**src/rtl/kgp_mem_pkg.sv**
```systemverilog
// ============================================================================
// kgp_mem_pkg : shared definitions for the data-memory arbiter
// Rev 1.0     : initial release
// ============================================================================
`default_nettype none

package kgp_mem_pkg;

    typedef enum logic [1:0] {
        ST_IDLE   = 2'd0,
        ST_ACCESS = 2'd1,
        ST_WAIT   = 2'd2,
        ST_RESP   = 2'd3
    } state_t;

    localparam logic PORT_C = 1'b0;
    localparam logic PORT_L = 1'b1;

    localparam int DMEM_ADDR_W = 12;

endpackage

`default_nettype wire

```
**src/rtl/rr_arb2.sv**
```systemverilog
// ============================================================================
// rr_arb2 : two-requester round-robin picker with one-hot grant
// Rev 1.0 : initial release
// ============================================================================
`default_nettype none

module rr_arb2
    import kgp_mem_pkg::*;
(
    input  logic       clka,
    input  logic       rst_n,
    input  logic       en,
    input  logic [1:0] req,
    output logic [1:0] gnt
);

    logic r_last;

    // On a tie the port that was not served last wins.
    always_comb begin
        gnt = 2'b00;
        if (en) begin
            if (req[0] && req[1]) begin
                gnt = (r_last == PORT_L) ? 2'b01 : 2'b10;
            end else begin
                gnt = req;
            end
        end
    end

    always_ff @(posedge clka or negedge rst_n) begin
        if (!rst_n) begin
            r_last <= PORT_L;
        end else if (gnt[1]) begin
            r_last <= PORT_L;
        end else if (gnt[0]) begin
            r_last <= PORT_C;
        end
    end

endmodule

`default_nettype wire

```
**src/rtl/data_mem_arbiter.sv**
```systemverilog
// ============================================================================
// data_mem_arbiter : serialises CPU and loader accesses onto the data BRAM
// Rev 1.0          : initial release
// ============================================================================
`default_nettype none

module data_mem_arbiter
    import kgp_mem_pkg::*;
#(
    parameter int ADDR_W = DMEM_ADDR_W
) (
    input  logic        clka,
    input  logic        rst_n,

    input  logic        c_req,
    input  logic        c_we,
    input  logic [31:0] c_addr,
    input  logic [31:0] c_wdata,
    output logic        c_gnt,
    output logic        c_rvalid,
    output logic [31:0] c_rdata,
    output logic        c_err,

    input  logic        l_req,
    input  logic        l_we,
    input  logic [31:0] l_addr,
    input  logic [31:0] l_wdata,
    output logic        l_gnt,
    output logic        l_rvalid,
    output logic [31:0] l_rdata,
    output logic        l_err,

    output logic        mem_ena,
    output logic        mem_wea,
    output logic [31:0] mem_addr,
    output logic [31:0] mem_din,
    input  logic [31:0] mem_dout,

    output logic        busy
);

    state_t      r_state;
    logic        r_port;
    logic        r_we;
    logic [1:0]  r_rvalid;
    logic [1:0]  r_err;
    logic [31:0] r_rdata [2];
    logic        r_mem_ena;
    logic        r_mem_wea;
    logic [31:0] r_mem_addr;
    logic [31:0] r_mem_din;
    logic        r_busy;

    logic [1:0]  w_gnt;
    logic        w_win;
    logic        w_sel_we;
    logic [31:0] w_sel_addr;
    logic [31:0] w_sel_wdata;
    logic        w_in_range;

    rr_arb2 u_arb (
        .clka  (clka),
        .rst_n (rst_n),
        .en    (r_state == ST_IDLE),
        .req   ({l_req, c_req}),
        .gnt   (w_gnt)
    );

    assign w_win       = w_gnt[1];
    assign w_sel_we    = w_win ? l_we    : c_we;
    assign w_sel_addr  = w_win ? l_addr  : c_addr;
    assign w_sel_wdata = w_win ? l_wdata : c_wdata;
    assign w_in_range  = (w_sel_addr[31:ADDR_W] == '0);

    // rvalid/err are single-cycle pulses: cleared every cycle unless re-set.
    always_ff @(posedge clka or negedge rst_n) begin
        if (!rst_n) begin
            r_state    <= ST_IDLE;
            r_port     <= PORT_C;
            r_we       <= 1'b0;
            r_rvalid   <= 2'b00;
            r_err      <= 2'b00;
            r_rdata[0] <= '0;
            r_rdata[1] <= '0;
            r_mem_ena  <= 1'b0;
            r_mem_wea  <= 1'b0;
            r_mem_addr <= '0;
            r_mem_din  <= '0;
            r_busy     <= 1'b0;
        end else begin
            r_rvalid <= 2'b00;
            r_err    <= 2'b00;
            case (r_state)
                ST_IDLE: begin
                    if (|w_gnt) begin
                        r_port <= w_win;
                        r_we   <= w_sel_we;
                        r_busy <= 1'b1;
                        if (w_in_range) begin
                            r_state    <= ST_ACCESS;
                            r_mem_ena  <= 1'b1;
                            r_mem_wea  <= w_sel_we;
                            r_mem_addr <= {{(32-ADDR_W){1'b0}}, w_sel_addr[ADDR_W-1:0]};
                            r_mem_din  <= w_sel_wdata;
                        end else begin
                            r_state      <= ST_RESP;
                            r_err[w_win] <= 1'b1;
                            if (!w_sel_we) begin
                                r_rvalid[w_win] <= 1'b1;
                                r_rdata[w_win]  <= '0;
                            end
                        end
                    end
                end
                ST_ACCESS: begin
                    r_mem_ena <= 1'b0;
                    r_mem_wea <= 1'b0;
                    if (r_we) begin
                        r_state <= ST_IDLE;
                        r_busy  <= 1'b0;
                    end else begin
                        r_state <= ST_WAIT;
                    end
                end
                ST_WAIT: begin
                    r_rdata[r_port]  <= mem_dout;
                    r_rvalid[r_port] <= 1'b1;
                    r_state          <= ST_RESP;
                end
                ST_RESP: begin
                    r_state <= ST_IDLE;
                    r_busy  <= 1'b0;
                end
                default: begin
                    r_state <= ST_IDLE;
                    r_busy  <= 1'b0;
                end
            endcase
        end
    end

    assign c_gnt    = w_gnt[0];
    assign l_gnt    = w_gnt[1];
    assign c_rvalid = r_rvalid[0];
    assign l_rvalid = r_rvalid[1];
    assign c_err    = r_err[0];
    assign l_err    = r_err[1];
    assign c_rdata  = r_rdata[0];
    assign l_rdata  = r_rdata[1];
    assign mem_ena  = r_mem_ena;
    assign mem_wea  = r_mem_wea;
    assign mem_addr = r_mem_addr;
    assign mem_din  = r_mem_din;
    assign busy     = r_busy;

endmodule

`default_nettype wire
```
**config.mk**
```make
export PLATFORM = sky130hd
export DESIGN_NAME = data_mem_arbiter
export DESIGN_NICKNAME = d
export VERILOG_FILES = /design/src/rtl/kgp_mem_pkg.sv /design/src/rtl/rr_arb2.sv /design/src/rtl/data_mem_arbiter.sv
export SDC_FILE = /design/constraint.sdc
export NUM_CORES = 1
export LEC_CHECK = 0
export CORE_MARGIN = 10
export CORE_UTILIZATION = 36
export DETAILED_ROUTE_END_ITERATION = 6
export GPL_TIMING_DRIVEN = 0
export MAX_ROUTING_LAYER = met4
export PLACE_DENSITY_LB_ADDON = 0.12
export SLEW_MARGIN = 10
export SYNTH_ARGS = -nofsm -noshare
export SYNTH_HDL_FRONTEND = slang
export SYNTH_HIERARCHICAL = 1
export SYNTH_SLANG_ARGS = --single-unit
export TNS_END_PERCENT = 5
```
**constraint.sdc**
```tcl
create_clock -name clka -period 2.4 [get_ports clka]
set_input_delay 0.36 -clock clka [delete_from_list [all_inputs] [get_ports clka]]
set_output_delay 0.36 -clock clka [all_outputs]
set_load 0.005 [all_outputs]
```
### After elaboration in Yosys (flattened, before gate mapping)

Index checks and enable logic that the tools add are counted.

* register bits: 120
* input port bits: 166
* word-level logic and storage cells: 91

* magnitude comparators: 8
* equality and inequality tests: 8
* mux-type cells: 41
* bitwise gates (word level): 4
* reduce and logical (&&, ||, !) cells: 17

Operator list (count)
* two-way mux 64 bit: 3
* two-way mux 32 bit: 4
* one-hot mux 64 bit (2 select lines): 1
* AND 64 bit: 1
* bitwise mux 64 bit: 1
* demux 32 bit (select 1 bit): 2
* NOT 64 bit: 1
* two-way mux 2 bit: 12
* logical NOT 20 bit: 1
* two-way mux 1 bit: 11
* inequality test 2 bit (second input constant): 5
* AND reduction 3 bit: 3
* one-hot mux 2 bit (4 select lines): 1
* nonzero test 2 bit: 3
* logical AND 1 bit: 5
* == test 2 bit (second input constant): 2
* >= comparator 2 bit (second input constant): 2
* < comparator 1 x 2 -> 1 bit (second input constant): 2
* < comparator 2 x 1 -> 1 bit (second input constant): 2
* NOT 1 -> 2 bit: 2
* one-hot mux 1 bit (2 select lines): 2
* one-hot mux 2 bit (2 select lines): 1
* AND reduction 4 bit: 1
* one-hot mux 1 bit (3 select lines): 1
* 7 further kinds: 9

### Logic depth before layout (Yosys ltp)

Gate-level depths: netlist (run 1).

* depth in word-level cells: 14
* mapped depth: 11

### Modules after synthesis

Netlist (run 1), hierarchy kept.

Modules (own cells, without submodules)
* data_mem_arbiter: times used 1, cells an instance 436, area an instance 5567.8 µm², sequential area each 2977.9 µm²
* rr_arb2: times used 1, cells an instance 8, area an instance 62.6 µm², sequential area each 26.3 µm²

### Least setup slack after synthesis (run 1)

OpenSTA, ideal clock, no wires.

* path type: flip-flop to flip-flop
* start point: reg r_state[0]
* end point: reg r_mem_din[23], in the netlist mem_din[23]
* setup time: 0.125 ns
* arrival time: 2.383 ns
* required time: 2.275 ns
* slack: -0.108 ns
* stages on the path, launching flop included: 10
* buffers on the path: 3
* clock period less this slack: 2.508 ns
* cell sequence: dfrtp_1 buf_2 nor2_4 nand2_1 a21oi_1 clkbuf_1 o21ai_1 o32ai_4 buf_6 mux2_2

* cells in the longest elaborated chain, start to end: 5
* elaborated cells on any way between the ends: 7
* those cells by class: mux: 3; reduce/logical: 4

Ends and longest elaborated chain
* start: declaration: RTL line data_mem_arbiter.sv:42 `state_t r_state;`
* start signal: assignment: RTL line data_mem_arbiter.sv:78 `r_state <= ST_IDLE;`
* start signal: assignment: RTL line data_mem_arbiter.sv:100 `r_state <= ST_ACCESS;`
* start signal: assignment: RTL line data_mem_arbiter.sv:106 `r_state <= ST_RESP;`
* logical NOT 2 bit (*): RTL line data_mem_arbiter.sv:64 `.en (r_state == ST_IDLE),`
* two-way mux 2 bit (*): RTL line rr_arb2.sv:22 `if (en) begin`
* named net l_gnt: RTL line data_mem_arbiter.sv:28 `output logic l_gnt,`
* two-way mux 32 bit: RTL line data_mem_arbiter.sv:71 `assign w_sel_addr = w_win ? l_addr : c_addr;`
* logical NOT 20 bit: RTL line data_mem_arbiter.sv:73 `assign w_in_range = (w_sel_addr[31:ADDR_W] == '0);`
* AND reduction 3 bit (no line)
* end signal: assignment: RTL line data_mem_arbiter.sv:104 `r_mem_din <= w_sel_wdata;`
* end: declaration: RTL line data_mem_arbiter.sv:51 `logic [31:0] r_mem_din;`

The timed path passes the listed nets; every way through them passes the cells marked *.
A chain may end at the register's enable or synchronous reset.

### Worst setup path after layout (run 1)

* start point: reg r_state[0]
* end point: out c_gnt

* cells in the longest elaborated chain, start to end: 2

Ends and longest elaborated chain
* logical NOT 2 bit: RTL line data_mem_arbiter.sv:64
* two-way mux 2 bit: RTL line rr_arb2.sv:22
* end: declaration: RTL line data_mem_arbiter.sv:19 `output logic c_gnt,`

No other way between the ends.

==> key figures, run 1 <==
Run status
  – Status: complete, no violations

Route
  – Vias: 4711
  – Drt total wl: 19.50 mm
  – Avg WL per Cell: 19.68 um
  – Vias per cell: 4.754
  – # DRC: 0
  – Starting DRC count in detailed routing: 173
  – DRT antenna net count: 0
  – DR pass1 iterations: 4

Clocking
  – Max Buffers Root-to-Sink: 2
  – Clock tree from TritonCTS: done
  – CTS root buf: clkbuf_16
  – CTS Buf Count: 17
  – H-tree Lvls: 4
  – Clock sinks: 120
  – Worst skew pair latency: 410 ps
  – Worst-path clk slew: 50 ps

Cells and area
  – Commonest non-fill, non-tap cell in the layout: clkdlybuf4s50_1
  – Share of cells above drive strength 1: 0.2231
  – Fillcell total: 1243
  – Layout net count: 934
  – Area delta synth->final: 69.53%
  – Antenna diodes: 0
  – Most frequent cells in the layout: clkdlybuf4s50_1, dfrtp_1, mux2_2
  – Fin util: 0.6256
  – Area occupied by multi-input gates: 0.002407 mm^2
  – Register area: 0.003004 mm^2
  – Final Instance Area: 0.009545 mm^2

Floorplan
  – Core region area: 0.01526 mm^2
  – Initial Util: 0.3690
  – Die Area: 0.02104 mm^2
  – IO Pins: 303
  – Die Span X: 145.1 um
  – Rows: 45
  – Chip height: 145.1 um

Power
  – Clock power share: 0.287
  – P_sw: 2653 uW
  – Switching Fraction: 0.2884
  – Leakage: 0.004307 uW
  – Overall power: 9199 uW
  – Internal: 6546 uW
  – Combinational Power Share: 0.384
  – Sequential power share: 0.328
  – Cell Pwr Density: 963.7 mW/mm^2
  – Worst vdd ir: 0.0004497 V

GRT
  – Met3 Use GR: 0.08786
  – Largest net degree at the start of global routing: 75
  – Vias in the first global route: 5368
  – Gr busiest metal: met2
  – Overflow after GRT: 0
  – GRT Util Overall: 0.1860
  – Global routing usage on met1: 0.2061
  – First-pass GRT wire length: 30.17 mm
  – Grt met2 use: 0.2978
  – Antenna violations before repair: 0

STA
  – Fin crit period: 2346 ps
  – Period utilization: 0.9774
  – Fin. Hold Viols: 0
  – RSZ-0062 raised after global routing: yes
  – Slew @ Worst Pin: 757.2 ps
  – Hold Slack: 463.9 ps
  – Final worst slack: 54.22 ps
  – Finish-stage setup viols: 0
  – Fmax: 0.4263 GHz
  – Clock skew: 9.094 ps
  – Slew margin rel.: 0.4952
  – Max-slew violation count: 0

Setup path
  – CP cell instances: clkbuf_4 -> nor2_4 -> nand2_1 -> a21oi_2 -> clkdlybuf4s50_1
  – Flop-to-flop setup slack: 90 ps
  – Worst-path maximum fanout: 9
  – Kind of critical path: flip-flop to output pin
  – Max incr delay on CP: 590 ps
  – Worst setup SP type: flip-flop
  – Cell count of the worst reg-to-reg path: 9
  – Worst reg2reg startpoint: r_state[0]
  – CP Capture Type: output pin
  – R2R Path End: mem_din[7]
  – CP max stage cell: clkdlybuf4s50_1
  – WP data arrival: 1990 ps
  – CP Data Required Time: 2040 ps

Logic synthesis
  – Gate Count Post-Synth: 444
  – Seq/Total Area, Yosys: 0.5336
  – Post-synth EDFFs: 0
  – Asr flop ratio synth: 1.000
  – Synth Register Bits: 120
  – Yosys cell types: 34
  – Post-Syn Area: 0.005630 mm^2
  – Synth Warn #: 6
  – Post-synth top flop: dfrtp_1
  – Average cell area after synthesis: 12.68 um^2

Place
  – Placed cell area: 0.008831 mm^2
  – Final HPWL DP: 15.64 mm
  – GPL Wtd Cong: 0.7864
  – Pre-CTS WS: -440.5 ps
  – PortBufs: 282

Flow run
  – Max-cap viol count: 0

Worst hold path
  – Worst hold path type: primary input to asynchronous set/reset pin
routing by layer:
layer,vias up,wire length [um]
met4,0,191
met2,212,9520
met1,2276,7875
met5,-,0
met3,19,1910
li1,2204,-
through the flow:
| stage | setup TNS (ps) | cells |
|---|---|---|
| after detailed placement | -37340 | 957 |
| after CTS | 0 | 992 |
| after global routing | -9.190 | 991 |
| after global placement | -470730 | 956 |
| final | 0 | 991 |
| after floorplan | 0 | 463 |
worst max-delay path, delay by kind of cell, from the launching register on:
kind            cells  cell delay [ps]
buf+inv             2              770
simple gates        2              220
compound gates      1              220
flops               1              360
worst max path at each step:
stage	start	end	slack, ps
finish	r_state[0]	c_gnt	50
global route	r_state[0]	c_gnt	-9
CTS	r_state[0]	c_rdata[4]	6
detailed placement	l_req	mem_din[26]	-440
global placement	rst_n	mem_din[4]	-3690
floorplan	r_state[0]	mem_din[23]	40
cell families after synthesis:
logic type             count (synthesis)  share of synthesized area
muxes                                154                     0.2933
DFF                                  120                     0.5336
AOI/OAI and AO/OA                     81                    0.08156
buffers and inverters                 55                    0.05689
and+or+nand+nor                       33                    0.03400
other                                  1                  0.0006660
Yosys cell counts (2+ instances only):
cell	n	area, um^2
dfrtp_1	119	2978
o21ai_0	3	15.01
nor3_1	2	10.01
buf_6	4	45.04
nor2_1	4	15.01
a21o_1	5	37.54
buf_4	20	150.1
buf_2	7	35.03
mux2_2	86	968.4
nand4_1	2	12.51
inv_1	3	11.26
nand2_1	8	30.03
mux2i_1	66	660.6
nor4_1	8	50.05
a21oi_1	67	335.3
buf_1	3	11.26
clkbuf_1	18	67.56
nand3b_1	2	15.01
mux2_1	2	22.52
power groups by stage:
stage               combinational [uW]  clock, uW  sequential (uW)
finish                            3540       2640             3020
global route                      3850       2790             3110
CTS                               3580       2690             3030
detailed placement                3520          0             3060
global placement                  3450          0             3030
floorplan                         1520          0             3050
area by class of cell:
type | count | area share
Clock inverter | 9 | 0.01547
Tap cell | 211 | 0.02766
Timing Repair Buffer | 288 | 0.3042
Multi-Input combinational cell | 288 | 0.2522
Inverter | 3 | 0.001180
Clock buffer | 22 | 0.04863
Buffer | 50 | 0.03592
Sequential cell | 120 | 0.3147
sequential cells by signal, indices dropped and copies added, names as in the netlist, 2 cells and up:
register  cells
c_rdata      32
r_rvalid      2
mem_din      32
mem_addr     12
r_state       2
l_rdata      32
r_err         2
what timing repair did:
action | in CTS | in global routing
hold buffers | 1 | 0
pin swaps | 2 | 0
hold endpoints to repair | 45 | 0
gates resized for setup | 13 | 12
setup endpoints to repair | 107 | 71
buffers inserted | 4 | 0
Note: power is estimated with default switching activity, not from simulation.
==> inputs of run 2 (changes only) <==
--- a/config.mk
+++ b/config.mk
@@ -5,8 +5,9 @@
 export SDC_FILE = /design/constraint.sdc
 export NUM_CORES = 1
 export LEC_CHECK = 0
+export ABC_AREA = 1
 export CORE_MARGIN = 10
-export CORE_UTILIZATION = 36
+export CORE_UTILIZATION = 38
 export DETAILED_ROUTE_END_ITERATION = 6
 export GPL_TIMING_DRIVEN = 0
 export MAX_ROUTING_LAYER = met4
==> key figures, run 2 <==
Run status
  – Status: complete, no violations (unchanged)

Clocking
  – Max Buffers Root-to-Sink: 2 (unchanged)
  – Worst skew pair latency: 410 ps (about the same)
  – Clock tree from TritonCTS: done (unchanged)
  – CTS Buf Count: 17 (unchanged)
  – H-tree Lvls: 4 (unchanged)
  – Worst-path clk slew: 50 ps (about the same)
  – Clock sinks: 120 (unchanged)
  – CTS root buf: clkbuf_16 (unchanged)

STA
  – Slew margin rel.: 0.5467 (was 0.4952)
  – Period utilization: 0.9474 (was 0.9774)
  – Finish-stage setup viols: 0 (unchanged)
  – Max-slew violation count: 0 (unchanged)
  – Hold Slack: 471.9 ps (was 463.9 ps)
  – RSZ-0062 raised after global routing: yes (unchanged)
  – Slew @ Worst Pin: 679.9 ps (was 757.2 ps)
  – Clock skew: 3.918 ps (was 9.094 ps)
  – Fin crit period: 2274 ps (was 2346 ps)
  – Fin. Hold Viols: 0 (unchanged)
  – Fmax: 0.4398 GHz (was 0.4263 GHz)

Cells and area
  – Area delta synth->final: 59.52% (was 69.53%)
  – Most frequent cells in the layout: clkdlybuf4s50_1, nand2_1, dfrtp_1 (was clkdlybuf4s50_1, dfrtp_1, mux2_2)
  – Fin util: 0.6172 (was 0.6256)
  – Antenna diodes: 0 (unchanged)
  – Share of cells above drive strength 1: 0.08564 (was 0.2231)
  – Commonest non-fill, non-tap cell in the layout: clkdlybuf4s50_1 (unchanged)
  – Layout net count: 1277 (was 934)

GRT
  – Global routing usage on met1: 0.2418 (was 0.2061)
  – Gr busiest metal: met2 (unchanged)
  – Grt met2 use: 0.3505 (was 0.2978)
  – Antenna violations before repair: 0 (unchanged)
  – First-pass GRT wire length: 36.61 mm (was 30.17 mm)
  – Met3 Use GR: 0.08031 (was 0.08786)
  – Overflow after GRT: 0 (unchanged)
  – GRT Util Overall: 0.2143 (was 0.1860)
  – Largest net degree at the start of global routing: 63 (was 75)
  – Vias in the first global route: 6788 (was 5368)

Logic synthesis
  – Asr flop ratio synth: 1.000 (unchanged)
  – Average cell area after synthesis: 8.163 um^2 (was 12.68 um^2)
  – Synth cell count leaders: nand2_1, dfrtp_1, o21ai_0 (was dfrtp_1, mux2_2, a21oi_1)
  – Most numerous cell in the Yosys netlist: nand2_1 (was dfrtp_1)
  – Post-synth EDFFs: 0 (unchanged)
  – Post-synth top flop: dfrtp_1 (unchanged)
  – Ranking of synthesized cells by area: dfrtp_1, nand2_1, mux2i_1 (was dfrtp_1, mux2_2, mux2i_1)
  – Seq/Total Area, Yosys: 0.4682 (was 0.5336)
  – Post-Syn Area: 0.006416 mm^2 (was 0.005630 mm^2)
  – Area fraction of the dominant cell type after synthesis: 0.4641 (was 0.5289)
  – Yosys cell types: 28 (was 34)
  – Synth Warn #: 6 (unchanged)
  – Gate Count Post-Synth: 786 (was 444)
  – Synth Register Bits: 120 (unchanged)
  – Yosys top cell by area: dfrtp_1 (unchanged)

Setup path
  – CP Capture Type: flip-flop (was output pin)
  – CP max stage cell: dfrtp_2 (was clkdlybuf4s50_1)
  – Crit path max-delay family: buffers and inverters (unchanged)
  – Max incr delay on CP: 450 ps (was 590 ps)
  – CP most frequent cell: nand2_1
  – Buf/Inv on CP: 5 (was 2)
  – Worst setup SP type: flip-flop (unchanged)
  – CP Launch Point: r_state[1] (was r_state[0])
  – Worst reg2reg startpoint: r_state[1] (was r_state[0])
  – CP cell instances: nor2_4 -> nand2_1 -> inv_1 -> nand2_1 -> inv_1 -> buf_6 -> o21ai_0 -> a21oi_2 -> buf_4 -> nand3_2 -> buf_4 -> nand2_1 -> nand2_1 (was clkbuf_4 -> nor2_4 -> nand2_1 -> a21oi_2 -> clkdlybuf4s50_1)
  – Worst-path maximum fanout: 10 (was 9)
  – Kind of critical path: flip-flop to flip-flop (was flip-flop to output pin)
  – WP data arrival: 2580 ps (was 1990 ps)
  – CP Data Required Time: 2700 ps (was 2040 ps)

Power
  – Leakage: 0.004674 uW (was 0.004307 uW)
  – Cell Pwr Density: 992.2 mW/mm^2 (was 963.7 mW/mm^2)
  – Worst vdd ir: 0.0007174 V (was 0.0004497 V)

Route
  – Avg WL per Cell: 17.83 um (was 19.68 um)
  – Drt total wl: 23.91 mm (was 19.50 mm)
  – DRT antenna net count: 0 (unchanged)
  – Vias: 6607 (was 4711)
  – DR pass1 iterations: 5 (was 4)
  – Vias per cell: 4.927 (was 4.754)
  – # DRC: 0 (unchanged)
  – Starting DRC count in detailed routing: 369 (was 173)

Worst hold path
  – Hold path start: r_we
  – Worst hold path type: flip-flop to flip-flop (was primary input to asynchronous set/reset pin)

Floorplan
  – Die Span X: 149.9 um (was 145.1 um)
  – Initial Util: 0.3869 (was 0.3690)
  – Core region area: 0.01658 mm^2 (was 0.01526 mm^2)
  – IO Pins: 303 (unchanged)
  – Chip height: 149.9 um (was 145.1 um)
  – Rows: 47 (was 45)
  – Die Area: 0.02248 mm^2 (was 0.02104 mm^2)

Place
  – PortBufs: 282 (unchanged)
  – GPL Wtd Cong: 0.8444 (was 0.7864)
  – Final HPWL DP: 18.71 mm (was 15.64 mm)

Flow run
  – Max-cap viol count: 0 (unchanged)
-- run 2: changes by cell type after synthesis, sizes merged, moves of 22 or more --
cell	previous run	this run
o21ai	4	112
nor2	5	30
mux2	88	0
a21oi	68	4
buf	34	61
inv	3	47
nand2	8	206
nand4	2	64
mux2i	66	44
nand3	0	70
-- run 2: layout make-up --
cell class                 count  area, um^2
fill                        1499        6349
clock buffer                  26       499.2
clock inverter                 3       65.06
buffer                        82       504.2
inverter                      48       180.2
tap                          220       275.3
sequential                   120        3005
timing repair buffer         287        2884
multi-input combinational    555        2821
-- run 2: worst min-delay path: stages (launching register included) --
cell	delay [ps]
dfrtp_1	340
nand2_1	50
nand2_1	50
-- run 2: worst paths after layout --
check	slack (ps)	cells after the start	to
worst max-delay path	130	13	c_rdata[12]
worst min-delay path	470	2	r_we
worst max register to register	130	13	c_rdata[12]
worst min register to register	470	2	r_we
max in group asynchronous	1160	3	u_arb/r_last
min in group asynchronous	500	2	c_rdata[26]
-- run 2: logic make-up after synthesis --
logic type / after synthesis / synth area share
other cells: 1 / 0.0005845
simple gates: 374 / 0.2650
buf+inv: 130 / 0.1053
compound gates: 117 / 0.09224
mux: 44 / 0.06864
flops: 120 / 0.4682
-- run 2: power by group --
group,switching [uW],internal (uW),total [uW]
combinational,2400,2150,4550
sequential,510,2630,3140
clock,852,1620,2470
total,3760,6400,10200
-- run 2: per-stage QoR --
stage                     power (uW)  setup slack, ps  setup TNS (ps)  instance area (um^2)  cells
after floorplan                 5312            402.6               0                  6487    805
after global placement          7565            -3946         -473430                  9585   1307
after detailed placement        7617           -138.5           -5875                  9614   1308
after CTS                      10130            34.59               0                 10200   1339
after global routing           10830           -8.097          -24.01                 10230   1341
final                          10160            126.2               0                 10230   1341
-- run 2: what timing repair did --
item	in CTS	in global routing
hold endpoints to repair	58	0
gates resized for setup	1	7
hold buffers	1	0
setup buffers	1	2
pin swaps	1	1
setup endpoints to repair	87	107
-- run 2: routing by layer --
layer	routed length [um]	up-vias
met4	327	0
met5	0	-
li1	-	3261
met3	2145	23
met2	11720	265
met1	9717	3058
